### src/rtl/imul_share_arbiter_pkg.sv
// rtl/imul_share_arbiter_pkg.sv - shared widths and FSM state encoding for the multiplier arbiter
package imul_share_arbiter_pkg;

  localparam int OP_W  = 16;
  localparam int RES_W = 32;

  typedef enum logic {
    ST_IDLE = 1'b0,
    ST_MUL  = 1'b1
  } state_t;

endpackage

### src/rtl/IMUL_generate.sv
// rtl/IMUL_generate.sv - combinational 16x16->32 unsigned array multiplier
module IMUL_generate
  import imul_share_arbiter_pkg::*;
(
  input  logic [OP_W-1:0]  iA,
  input  logic [OP_W-1:0]  iB,
  output logic [RES_W-1:0] oP
);

  assign oP = {{(RES_W-OP_W){1'b0}}, iA} * {{(RES_W-OP_W){1'b0}}, iB};

endmodule

### src/rtl/imul_share_arbiter_rr_pick.sv
// rtl/imul_share_arbiter_rr_pick.sv - combinational round-robin pick: first request at/after pointer
module imul_share_arbiter_rr_pick #(
  parameter int NREQ = 4,
  parameter int PW   = 2
) (
  input  logic [NREQ-1:0] iReq,
  input  logic [PW-1:0]   iPtr,
  output logic [NREQ-1:0] oGrant,
  output logic [PW-1:0]   oIdx,
  output logic            oAny
);

  logic [PW:0] sum;

  always_comb begin
    oGrant = '0;
    oIdx   = '0;
    oAny   = 1'b0;
    sum    = '0;
    for (int i = 0; i < NREQ; i++) begin
      sum = {1'b0, iPtr} + (PW+1)'(i);
      if (sum >= (PW+1)'(NREQ)) sum = sum - (PW+1)'(NREQ);
      if (!oAny && iReq[sum[PW-1:0]]) begin
        oAny                 = 1'b1;
        oGrant[sum[PW-1:0]]  = 1'b1;
        oIdx                 = sum[PW-1:0];
      end
    end
  end

endmodule

### src/rtl/imul_share_arbiter.sv
// rtl/imul_share_arbiter.sv - round-robin sharing of one multiplier; IMUL_ARB_SIGNED_EN selects signed operands
module imul_share_arbiter
  import imul_share_arbiter_pkg::*;
#(
  parameter int NREQ   = 4,
  parameter int SETTLE = 2
) (
  input  logic                 Clock,
  input  logic                 Reset,
  input  logic [NREQ-1:0]      iReq,
  input  logic [OP_W*NREQ-1:0] iA,
  input  logic [OP_W*NREQ-1:0] iB,
  output logic [NREQ-1:0]      oGrant,
  output logic [NREQ-1:0]      oDone,
  output logic [RES_W-1:0]     oResult,
  output logic                 oBusy
);

  localparam int PW = (NREQ > 1) ? $clog2(NREQ) : 1;
  localparam int CW = (SETTLE > 1) ? $clog2(SETTLE) : 1;

  state_t             state, nextState;
  logic [PW-1:0]      ptr, curIdx, pickIdx;
  logic [NREQ-1:0]    pickGrant;
  logic               pickAny, doCapture, doFinish;
  logic [CW-1:0]      cnt;
  logic [OP_W-1:0]    rA, rB, mulA, mulB;
  logic [RES_W-1:0]   prod, result;
  logic [OP_W-1:0]    aArr [NREQ];
  logic [OP_W-1:0]    bArr [NREQ];

  for (genvar g = 0; g < NREQ; g++) begin : gUnpack
    assign aArr[g] = iA[OP_W*g +: OP_W];
    assign bArr[g] = iB[OP_W*g +: OP_W];
  end

  imul_share_arbiter_rr_pick #(.NREQ(NREQ), .PW(PW)) uPick (
    .iReq   (iReq),
    .iPtr   (ptr),
    .oGrant (pickGrant),
    .oIdx   (pickIdx),
    .oAny   (pickAny)
  );

`ifdef IMUL_ARB_SIGNED_EN
  // Magnitudes go to the unsigned array; 0x8000 maps to itself, which is the correct unsigned magnitude.
  assign mulA   = rA[OP_W-1] ? (OP_W'(0) - rA) : rA;
  assign mulB   = rB[OP_W-1] ? (OP_W'(0) - rB) : rB;
  assign result = (rA[OP_W-1] ^ rB[OP_W-1]) ? (RES_W'(0) - prod) : prod;
`else
  assign mulA   = rA;
  assign mulB   = rB;
  assign result = prod;
`endif

  IMUL_generate uMul (
    .iA (mulA),
    .iB (mulB),
    .oP (prod)
  );

  always_ff @(posedge Clock) begin
    if (Reset) state <= ST_IDLE;
    else       state <= nextState;
  end

  always_comb begin
    nextState = state;
    case (state)
      ST_IDLE: if (pickAny) nextState = ST_MUL;
      ST_MUL:  if (cnt == '0) nextState = ST_IDLE;
      default: nextState = ST_IDLE;
    endcase
  end

  always_comb begin
    oBusy     = (state == ST_MUL);
    doCapture = (state == ST_IDLE) && pickAny;
    doFinish  = (state == ST_MUL) && (cnt == '0);
  end

  always_ff @(posedge Clock) begin
    if (Reset) begin
      ptr     <= '0;
      curIdx  <= '0;
      rA      <= '0;
      rB      <= '0;
      cnt     <= '0;
      oGrant  <= '0;
      oDone   <= '0;
      oResult <= '0;
    end else begin
      oGrant <= '0;
      oDone  <= '0;
      if (doCapture) begin
        rA     <= aArr[pickIdx];
        rB     <= bArr[pickIdx];
        curIdx <= pickIdx;
        oGrant <= pickGrant;
        cnt    <= CW'(SETTLE - 1);
      end else if (doFinish) begin
        oResult <= result;
        oDone   <= NREQ'(1) << curIdx;
        ptr     <= (curIdx == PW'(NREQ - 1)) ? '0 : curIdx + PW'(1);
      end else if (state == ST_MUL) begin
        cnt <= cnt - CW'(1);
      end
    end
  end

endmodule
### config.mk
export PLATFORM = sky130hd
export DESIGN_NAME = imul_share_arbiter
export DESIGN_NICKNAME = d
export VERILOG_FILES = /design/src/rtl/imul_share_arbiter_pkg.sv /design/src/rtl/IMUL_generate.sv /design/src/rtl/imul_share_arbiter_rr_pick.sv /design/src/rtl/imul_share_arbiter.sv
export SDC_FILE = /design/constraint.sdc
export NUM_CORES = 1
export LEC_CHECK = 0
export BUFFER_PORTS_ARGS = -buffer_cell sky130_fd_sc_hd__buf_2
export CAP_MARGIN = 25
export CORE_ASPECT_RATIO = 0.8
export CORE_MARGIN = 5
export CORE_UTILIZATION = 40
export DETAILED_ROUTE_END_ITERATION = 8
export RECOVER_POWER = 100
export SLEW_MARGIN = 10
export SYNTH_ARGS = -nofsm -noshare
export SYNTH_HDL_FRONTEND = slang
export SYNTH_SLANG_ARGS = --single-unit
### constraint.sdc
create_clock -name Clock -period 8.8 [get_ports Clock]
set_clock_uncertainty 0.15 [all_clocks]
set_input_delay 0 -clock Clock [delete_from_list [all_inputs] [get_ports Clock]]
set_output_delay 0 -clock Clock [all_outputs]
set_load 0.01 [all_outputs]
==> flow_summary_export.csv, run 1 <==
group,metric,value,unit
clocking,cts_root_buffer,"clkbuf_16",
power,vdd_drop_max,111.9,µV
global_route,antenna_found_initial,1,
worst_setup_path,cp-start-kind,"flop",
power,clkPwrFrac,17.3,%
power,switching_power,1.138,mW
floorplan,fp.dieH,166.9,µm
timing,holdWs,0.02422,ns
synthesis,ys_async_sr_fraction,0,%
routing,initialDrtViolationCount,556,
timing,final.setup.tns,0,ns
clocking,cts_resized,0,
power,combPwrFrac,58.3,%
clocking,cts.hold.buffers_added,97,
power,leakagePower,7.324,nW
routing,drc,0,
timing,finalCriticalPeriod,7.228,ns
global_route,track_usage,21.39,%
worst_setup_path,cpMostUsedCell,"fa_1",
placed_design,hpwl,27.37,mm
worst_setup_path,slowest_delay,0.91,ns
worst_hold_path,hold_class,"primary input to flop",
final_layout,fillers,2920,
worst_setup_path,worstPathBufferInverterCount,3,
flow_run,cap_violations,0,
global_route,grt_pass1_wl,58.75,mm
worst_setup_path,cp-end-kind,"flop",
floorplan,core,30380,µm²
worst_setup_path,worstPathCellList,"nand2_1 > fa_1 > fa_1 > fa_1 > fa_1 > inv_1 > fa_1 > inv_1 > fa_1 > inv_1 > ha_1 > and3_1 > a221oi_1 > o21ai_0 > nor4_1 > nor4_1 > or4_1 > o211ai_1",
worst_setup_path,cp.required,8.94,ns
worst_setup_path,reg2reg_to,"oResult[31]$_SDFFE_PP0P_",
clocking,clk_latency,0.36,ns
worst_setup_path,crit_fanout,17,
power,p_int,1.271,mW
clocking,cts_buffer_depth,2,
power,p_per_area,165.1,nW/µm²
clocking,cts_tree,"done",
final_layout,multiInputGateArea,9483,µm²
worst_setup_path,endpoint,"oResult[31]$_SDFFE_PP0P_",
synthesis,synth_area,12310,µm²
floorplan,dieArea,34410,µm²
clocking,clock-sinks,78,
timing,tightest_slew,1.257,ns
timing,fin_crit_sh,82.14,%
run_status,status,"finished clean",
worst_setup_path,r2r_cells,18,
timing,rsz0062_at_grt,"false",
power,power_frac_seq,24.4,%
placed_design,io_buffers,174,
worst_setup_path,r2r_slack,1.57,ns
global_route,grt.overflow.total,0,
clocking,post-cts-setup-buffer-count,0,
routing,drtPass1Iterations,5,
routing,vias,10300,
worst_setup_path,critPathSlowestCell,"nor4_1",
global_route,first_global_vias,10930,
synthesis,synth_seq_cells,78,
power,swShare,47.24,%
timing,slew_headroom,16.23,%
routing,avgViaCountPerCell,5.182,
worst_setup_path,critPathLaunch,"mulA[9]$_SDFFE_PP0P_",
worst_setup_path,reg2reg_from,"mulA[9]$_SDFFE_PP0P_",
floorplan,ios,175,
synthesis,synthCells,1355,
synthesis,synth_warnings,0,
worst_setup_path,crit_family,"adder cells",
worst_setup_path,crit_type,"flop to flop",
routing,drt-wirelength-per-cell,17.89,µm
worst_setup_path,path_depth,18,
timing,slew_viol_final,0,
final_layout,drive_gt1_share,10.42,%
global_route,grt_max_degree,65,
worst_setup_path,worstPathArrival,7.37,ns
timing,finalSetupViolCount,0,
synthesis,synth_ff_type,"dfxtp_1",
timing,fmax,138.3,MHz
synthesis,synth_edf_count,0,
synthesis,synth.distinct_cells,65,
floorplan,start_util,40.53,%
routing,drtAntennaViolNets,0,
timing,finalHoldViolations,0,
synthesis,ys_seq_area_share,12.68,%
synthesis,synth_area_per_cell,9.087,µm²
final_layout,final-seq-area,1562,µm²
final_layout,diodes,0,
clocking,h-tree-depth,3,
floorplan,die_w,206.2,µm
floorplan,num_rows,57,
clocking,path_clk_slew,0.07,ns
final_layout,final_nets,2006,
routing,wirelength,35.54,mm
clocking,numCtsBuffers,9,
synthesis,syn_nets,1792,
placed_design,gp_congestion,0.8813,
final_layout,synthToLayoutAreaGrowth,18.57,%
==> metrics by stage <==
step | std cells | worst slack, ns | utilization [%] | total power [mW] | instance area, µm²
floorplan | 1355 | 2.622 | - | 1.499 | 12310
global placement | 1873 | 2.069 | 44.05 | 1.912 | 13380
detailed placement | 1874 | 1.945 | 44.07 | 1.935 | 13390
CTS | 1987 | 1.960 | 48.32 | 2.436 | 14680
global route | 1987 | 1.145 | 48.05 | 2.650 | 14600
finish | 1987 | 1.572 | 48.05 | 2.410 | 14600
==> cell families (layout without fill, tap and decap cells) <==
kind of cell / after synthesis / count (layout) / synth area share, %
xor gates and xnor gates: 24 / 24 / 1.707
and+or+nand+nor: 403 / 403 / 16.93
AOI/OAI and AO/OA: 168 / 168 / 9.745
adders and majority gates: 303 / 303 / 42.62
DFF: 78 / 78 / 12.68
muxes: 72 / 72 / 6.066
buffers and inverters: 307 / 526 / 10.25
==> final cells by class <==
type                       count  share of cell area, %
tap                          413                  3.540
sequential                    78                  10.70
clock inverter                 6                 0.6342
timing repair buffer         281                  12.72
multi-input combinational    970                  64.96
clock buffer                  10                  1.568
inverter                     229                  5.888
==> per-layer routing <==
metal  GRT usage (%)  share of wire, %
met1           31.29                45
met5               0                 0
met2           32.48                44
met4           5.321               2.3
met3           4.413               8.2
==> state kept, by name, summed over array words and instances (netlist names) <==
name	flops
oResult	32
mulA	16
mulB	16
oDone	4
oGrant	4
curIdx	2
ptr	2
cnt	1
oBusy	1
==> worst min-delay path by stage <==
stage	end	cells past startpoint	slack, ns	start
6_report	cnt$_SDFFE_PP0P_	3	0.02	iReq[3]
3_5_place_dp	mulB[5]$_SDFFE_PP0P_	3	0.17	iB[53]
2_1_floorplan	mulB[14]$_SDFFE_PP0P_	2	0.05	iB[46]
3_3_place_gp	mulB[11]$_SDFFE_PP0P_	3	0.17	iB[59]
5_1_grt	mulB[3]$_SDFFE_PP0P_	3	0.03	iB[35]
4_1_cts	cnt$_SDFFE_PP0P_	3	0.005	iReq[3]
==> power groups by stage <==
stage | Clock, mW | Sequential [mW] | Combinational (mW)
finish | 0.418 | 0.588 | 1.40
global route | 0.444 | 0.599 | 1.61
CTS | 0.427 | 0.581 | 1.43
detailed placement | 0 | 0.588 | 1.35
global placement | 0 | 0.583 | 1.33
floorplan | 0 | 0.474 | 1.02
==> layout by cell type (no fill, tap or decap), types with 5 or more instances in the layout <==
master / Yosys / routed
o21bai_1: 6 / 6
nand4_1: 9 / 9
clkbuf_16: 0 / 9
and2_1: 122 / 117
buf_2: 3 / 132
a22o_1: 7 / 7
and3_1: 5 / 5
nor2_1: 19 / 19
inv_1: 229 / 229
o21ai_0: 33 / 35
nand2_1: 175 / 175
a21o_1: 13 / 13
dlygate4sd3_1: 0 / 97
dfxtp_1: 78 / 78
xnor2_1: 16 / 16
ha_1: 109 / 109
a221oi_1: 5 / 5
nand3b_1: 32 / 32
and2_0: 0 / 5
nand3_1: 5 / 5
nor2b_1: 6 / 7
mux2i_1: 69 / 69
fa_1: 194 / 194
xor2_1: 8 / 8
buf_4: 0 / 8
clkbuf_1: 66 / 45
nor3_1: 9 / 9
a21oi_1: 26 / 26
o221ai_1: 34 / 34
o31ai_1: 6 / 6
==> synth_stat cells, drive strengths merged, types with 3 or more instances <==
cell / count / area, µm²
a211oi: 4 / 30.03
a21boi: 3 / 26.27
a21o: 13 / 97.59
a21oi: 27 / 138.9
a221oi: 5 / 43.79
a22o: 7 / 61.31
a22oi: 4 / 30.03
a31oi: 4 / 25.02
and2: 122 / 763.2
and3: 5 / 31.28
buf: 12 / 155.1
clkbuf: 66 / 247.7
dfxtp: 78 / 1562
fa: 194 / 3884
ha: 109 / 1364
inv: 229 / 859.6
mux2i: 69 / 690.7
nand2: 175 / 656.9
nand2b: 4 / 25.02
nand3: 5 / 25.02
nand3b: 32 / 240.2
nand4: 9 / 56.30
nor2: 19 / 71.32
nor2b: 7 / 51.30
nor3: 9 / 45.04
nor4: 4 / 31.28
o21ai: 36 / 183.9
o21bai: 6 / 45.04
o221ai: 34 / 297.8
o31ai: 6 / 45.04
or3: 3 / 18.77
xnor2: 16 / 140.1
xor2: 8 / 70.07
==> worst reg2reg max path: stages (launching register included) <==
cell and delay, ns:
dfxtp_1 0.85, nand2_1 0.18, fa_1 0.54, fa_1 0.47
fa_1 0.54, fa_1 0.54, inv_1 0.05, fa_1 0.48
inv_1 0.05, fa_1 0.47, inv_1 0.04, ha_1 0.34
and3_1 0.24, a221oi_1 0.33, o21ai_0 0.14, nor4_1 0.91
nor4_1 0.16, or4_1 0.51, o211ai_1 0.15
Note: power is estimated with default switching activity, not from simulation.
==> run 2: changes to the inputs <==
- ABC_AREA: unset -> 1
- clock period: 8.8 -> 6.3 ns (I/O delays scaled with it)
==> run 2 against run 1 <==
Final cell count grew 30%; setup slack got worse by 1.3 ns; core utilization rose by 0.34 points; die area up 8.2%; global-route usage hardly changed; sequential share of layout area is 0.79 points lower; via count rose by 22%; hold slack improved by 0.0095 ns; register-to-register slack worse by 1.3 ns; synthesized area up 8.6%; largest cell class unchanged; highest routed layer unchanged.
==> flow_summary_export.csv, run 2 <==
group,metric,value,unit
placed_design,hpwl,32.47,mm
synthesis,synth_top_area_cell,"fa_1",
clocking,clk_latency,0.36,ns
synthesis,yosys-top-cells-area,"fa_1 (29%), nand2_1 (18%), inv_1 (12%)",
timing,rsz0062_at_grt,"false",
routing,drc,0,
synthesis,synth_warnings,0,
final_layout,fillers,3353,
timing,finalCriticalPeriod,6.051,ns
global_route,grt.overflow.total,0,
worst_setup_path,cp.required,6.38,ns
routing,drtPass1Iterations,5,
floorplan,ios,175,
worst_hold_path,hold_depth,7,
worst_setup_path,cp-end-kind,"flop",
global_route,grt_pass1_wl,65.37,mm
routing,drtAntennaViolNets,0,
synthesis,synthCells,1931,
synthesis,synth_edf_count,0,
timing,fmax,165.3,MHz
routing,initialDrtViolationCount,954,
synthesis,yosysMostFrequentCell,"nand2_1",
routing,drt-wirelength-per-cell,15.00,µm
synthesis,synth_ff_type,"dfxtp_1",
worst_setup_path,r2r_cells,22,
timing,finalHoldViolations,0,
timing,slew_viol_final,0,
global_route,first_global_vias,12660,
floorplan,fp.dieH,173.6,µm
synthesis,yosysTopAreaCellShare,29.03,%
worst_setup_path,reg2reg_from,"mulA[9]$_SDFFE_PP0P_",
placed_design,pre_cts_ws,0.05059,ns
final_layout,layout_commonest_cell,"nand2_1",
routing,wirelength,38.87,mm
timing,tightest_slew,1.106,ns
synthesis,synth_area_per_cell,6.928,µm²
routing,vias,12600,
timing,final.setup.tns,0,ns
global_route,antenna_found_initial,0,
synthesis,synth_area,13380,µm²
synthesis,synth_seq_cells,78,
timing,finalSetupViolCount,0,
routing,avgViaCountPerCell,4.865,
final_layout,final_cell_mix,"nand2_1 (634), inv_1 (438), fa_1 (194), buf_2 (133), ha_1 (109)",
final_layout,synthToLayoutAreaGrowth,18.56,%
final_layout,final_nets,2596,
worst_setup_path,reg2reg_to,"oResult[18]$_SDFFE_PP0P_",
run_status,status,"finished clean",
global_route,track_usage,21.35,%
floorplan,start_util,40.82,%
synthesis,synth_common_cells,"nand2_1 (631), inv_1 (437), fa_1 (194)",
synthesis,ys_seq_area_share,11.67,%
clocking,cts_root_buffer,"clkbuf_16",
final_layout,top_register,"oResult",
final_layout,multiInputGateArea,9642,µm²
floorplan,core,32780,µm²
worst_hold_path,hold_end,"mulA[12]$_SDFFE_PP0P_",
clocking,cts_tree,"done",
clocking,h-tree-depth,3,
timing,setup_ws,0.2488,ns
floorplan,num_rows,59,
timing,slew_headroom,26.24,%
clocking,numCtsBuffers,9,
worst_setup_path,worstPathArrival,6.13,ns
worst_setup_path,crit_fanout,12,
worst_setup_path,r2r_slack,0.25,ns
placed_design,gp_congestion,0.8723,
final_layout,final-seq-area,1572,µm²
worst_setup_path,crit_type,"flop to flop",
clocking,cts_buffer_depth,2,
final_layout,largest_register_ffs,32,
worst_hold_path,hp-start,"iA[12]",
synthesis,synth.distinct_cells,42,
synthesis,ys_async_sr_fraction,0,%
placed_design,io_buffers,174,
clocking,path_clk_slew,0.07,ns
flow_run,cap_violations,0,
final_layout,drive_gt1_share,10.58,%
floorplan,die_w,214.5,µm
synthesis,syn_nets,2368,
clocking,post-cts-setup-buffer-count,0,
clocking,clock-sinks,78,
final_layout,diodes,0,
timing,fin_crit_sh,96.05,%
worst_hold_path,hold_class,"primary input to flop",
worst_setup_path,cp-start-kind,"flop",
floorplan,dieArea,37220,µm²
global_route,grt_max_degree,39,
-- run 2: worst max path at each step --
stage / to / slack (ns) / depth (start not counted) / startpoint
CTS: oResult[18]$_SDFFE_PP0P_ / 0.02 / 21 / mulA[6]$_SDFFE_PP0P_
detailed placement: oResult[18]$_SDFFE_PP0P_ / 0.05 / 21 / mulA[6]$_SDFFE_PP0P_
finish: oResult[18]$_SDFFE_PP0P_ / 0.25 / 22 / mulA[9]$_SDFFE_PP0P_
floorplan: oResult[31]$_SDFFE_PP0P_ / 0.77 / 22 / mulB[1]$_SDFFE_PP0P_
global placement: oResult[18]$_SDFFE_PP0P_ / 0.03 / 21 / mulA[6]$_SDFFE_PP0P_
global route: oResult[19]$_SDFFE_PP0P_ / 0.02 / 23 / mulA[4]$_SDFFE_PP0P_
-- run 2: kinds of logic (layout without fill, tap and decap cells) --
logic type	Yosys count	count (layout)	share of synthesized area, %
buffers and inverters	542	775	15.99
AO/OA/AOI/OAI	131	131	5.415
XOR/XNOR	6	6	0.3928
AND/OR/NAND/NOR	871	871	27.30
adder cells (fa/ha/maj)	303	303	39.23
flip-flops	78	78	11.67
-- run 2: per-stage QoR --
step | instance area [µm²] | utilization (%) | cells | hold WS (ns)
4_1_cts | 15950 | 48.66 | 2591 | 0.005209
3_3_place_gp | 14670 | 44.75 | 2480 | 0.1638
6_report | 15860 | 48.39 | 2591 | 0.03375
3_5_place_dp | 14700 | 44.84 | 2481 | 0.1659
5_1_grt | 15860 | 48.39 | 2591 | 0.05661
2_1_floorplan | 13380 | - | 1931 | -0.07153
-- run 2: critical path, cell delays in order (launching register included) --
cell and delay (ns):
dfxtp_1 0.30, buf_4 0.20, buf_4 0.19, nand2_1 0.06
inv_1 0.05, fa_1 0.54, inv_1 0.05, fa_1 0.48
fa_1 0.51, inv_1 0.05, fa_1 0.50, fa_1 0.51
inv_1 0.05, fa_1 0.51, inv_1 0.05, ha_1 0.36
a21oi_2 0.24, inv_1 0.06, a31oi_1 0.26, nand3_2 0.18
a21oi_1 0.19, xor2_1 0.30, a21oi_1 0.11
-- run 2: final cells by class --
cell class,instances,share of cell area (%)
tap,427,3.369
inverter,445,10.63
sequential,78,9.909
timing repair buffer,314,13.33
multi-input combinational,1311,60.79
clock inverter,7,0.5522
clock buffer,9,1.420
-- run 2: metal layers --
metal / routed length [µm] / track usage [%] / vias up / share of wire (%)
met3: 2751 / 4.383 / 30 / 7.1
met1: 18990 / 31.84 / 6006 / 49
met4: 380 / 3.220 / 0 / 0.98
li1: - / - / 6164 / -
met2: 16750 / 32.76 / 404 / 43
met5: 0 / 0 / - / 0
-- run 2: what timing repair did --
action / 4_1_cts / 5_1_grt
hold buffers: 94 / 0
setup endpoints to repair: 0 / 14
gates resized for setup: 0 / 12
endpoints found under the hold margin: 40 / 0
Power of run 2 is left out: the tool's default activity adds up to more than one toggle a clock period on the data nets, which glitch-free logic cannot reach.
==> run 3: changes to the inputs <==
- CORE_ASPECT_RATIO: 0.8 -> unset
- CORE_UTILIZATION: 40 -> 41
==> run 3 against run 2 <==
Core utilization is 0.75 points higher; die area shrank 2.4%; count of clock-buffer cells in the layout stayed put; wire length increased by 0.25%; global-route usage up 1.1 points; setup slack improved by 0.046 ns; largest cell class unchanged; non-clock buffer count did not move; register-to-register slack improved by 0.05 ns; sequential share of layout area hardly changed; via count decreased by 0.17%; final cell count grew 0.58%; fmax rose by 0.77%.
==> flow_summary_export.csv, run 3 (synthesis gave the netlist of run 2 again) <==
group,metric,value,unit
global_route,grt.overflow.total,0,
global_route,track_usage,22.40,%
timing,finalHoldViolations,0,
final_layout,layout_commonest_cell,"nand2_1",
timing,tightest_slew,1.080,ns
final_layout,final_cell_mix,"nand2_1 (634), inv_1 (438), fa_1 (194), buf_2 (133), ha_1 (109)",
global_route,grt_max_degree,39,
clocking,post-cts-setup-buffer-count,0,
final_layout,synthToLayoutAreaGrowth,18.91,%
floorplan,start_util,41.33,%
timing,fmax,166.5,MHz
routing,vias,12580,
final_layout,final_nets,2596,
routing,avgViaCountPerCell,4.828,
clocking,clock-sinks,78,
routing,drtAntennaViolNets,0,
floorplan,num_rows,66,
clocking,cts_buffer_depth,2,
global_route,grt_pass1_wl,66.03,mm
clocking,numCtsBuffers,9,
global_route,antenna_found_initial,0,
routing,initialDrtViolationCount,794,
final_layout,diodes,0,
clocking,cts_tree,"done",
worst_setup_path,cp-start-kind,"flop",
floorplan,fp.dieH,190.6,µm
routing,drt-wirelength-per-cell,14.95,µm
timing,fin_crit_sh,95.32,%
worst_setup_path,worstPathBufferInverterCount,8,
global_route,first_global_vias,13260,
timing,finalCriticalPeriod,6.005,ns
flow_run,cap_violations,0,
routing,wirelength,38.97,mm
final_layout,fillers,3409,
timing,finalSetupViolCount,0,
timing,slew_viol_final,0,
floorplan,dieArea,36340,µm²
routing,drc,0,
floorplan,die_w,190.6,µm
timing,setup_ws,0.2950,ns
routing,drtPass1Iterations,5,
clocking,path_clk_slew,0.08,ns
timing,rsz0062_at_grt,"false",
placed_design,gp_congestion,0.9307,
worst_setup_path,crit_family,"adder cells",
timing,slew_headroom,28.00,%
final_layout,multiInputGateArea,9677,µm²
final_layout,final-seq-area,1573,µm²
worst_setup_path,worstPathArrival,6.08,ns
timing,final.setup.tns,0,ns
final_layout,largest_register_ffs,32,
run_status,status,"finished clean",
placed_design,pre_cts_ws,0.03136,ns
clocking,clk_latency,0.36,ns
worst_hold_path,hold_class,"primary input to flop",
worst_setup_path,worstPathCellList,"buf_4 > buf_4 > nand2_1 > inv_1 > fa_1 > inv_1 > fa_1 > fa_1 > inv_1 > fa_1 > fa_1 > inv_1 > fa_1 > inv_1 > ha_1 > a21oi_1 > inv_1 > a31oi_2 > nand3_2 > a21oi_2 > xor2_2 > a21oi_1",
worst_setup_path,crit_fanout,6,
floorplan,ios,175,
worst_setup_path,slowest_delay,0.53,ns
placed_design,hpwl,31.80,mm
final_layout,top_register,"oResult",
worst_setup_path,cp-end-kind,"flop",
worst_setup_path,critPathSlowestCell,"fa_1",
clocking,cts_root_buffer,"clkbuf_16",
final_layout,drive_gt1_share,11.09,%
floorplan,core,32370,µm²
placed_design,dpl_cell_area,14740,µm²
worst_setup_path,crit_type,"flop to flop",
placed_design,io_buffers,174,
final_layout,final_core_util,49.14,%
final_layout,stdcell_area,15910,µm²
clocking,h-tree-depth,3,
worst_setup_path,cp.required,6.38,ns
==> run 3: area by class of cell <==
type,instances,area share (%)
multi-input combinational,1311,60.83
timing repair buffer,314,13.28
inverter,445,10.57
sequential,78,9.887
tap,442,3.476
clock buffer,9,1.416
clock inverter,7,0.5427
==> run 3: worst paths after layout <==
kind	start	end	slack, ns	cells after the start
max reg2reg	mulA[9]$_SDFFE_PP0P_	oResult[18]$_SDFFE_PP0P_	0.30	22
max	mulA[9]$_SDFFE_PP0P_	oResult[18]$_SDFFE_PP0P_	0.30	22
min reg2reg	oResult[10]$_SDFFE_PP0P_	oResult[10]$_SDFFE_PP0P_	0.30	2
min	iB[4]	mulB[4]$_SDFFE_PP0P_	0.01	7
==> run 3: what timing repair did <==
item                                    CTS  global route
gates resized for setup                   1            14
pin swaps                                 0             0
hold endpoints to repair                 39             0
hold buffers                             91             0
endpoints found under the setup margin    1             5
==> run 3: metal layers <==
metal	share of wire (%)	vias up	routed length, µm	global-route usage, %
met3	5.2	84	2036	2.783
met1	45	5970	17430	30.61
li1	-	6156	-	-
met5	0	-	0	0
met2	47	372	18380	37.65
met4	2.9	0	1121	6.160
==> run 3: per-stage QoR <==
stage                     hold WS (ns)  cells
after floorplan               -0.07153   1931
after global placement          0.1776   2498
after detailed placement        0.1711   2499
after CTS                      0.01396   2606
after global routing           0.03980   2606
final                          0.01031   2606
==> run 3: worst register-to-register path, stage by stage, from the launching register on <==
cell and delay [ns]:
dfxtp_2 0.39, buf_4 0.19, buf_4 0.15, nand2_1 0.06, inv_1 0.06, fa_1 0.53, inv_1 0.05, fa_1 0.48
fa_1 0.52, inv_1 0.06, fa_1 0.52, fa_1 0.51, inv_1 0.05, fa_1 0.48, inv_1 0.05, ha_1 0.36
a21oi_1 0.23, inv_1 0.07, a31oi_2 0.22, nand3_2 0.19, a21oi_2 0.22, xor2_2 0.25, a21oi_1 0.11
Power of run 3 is left out for the same reason.
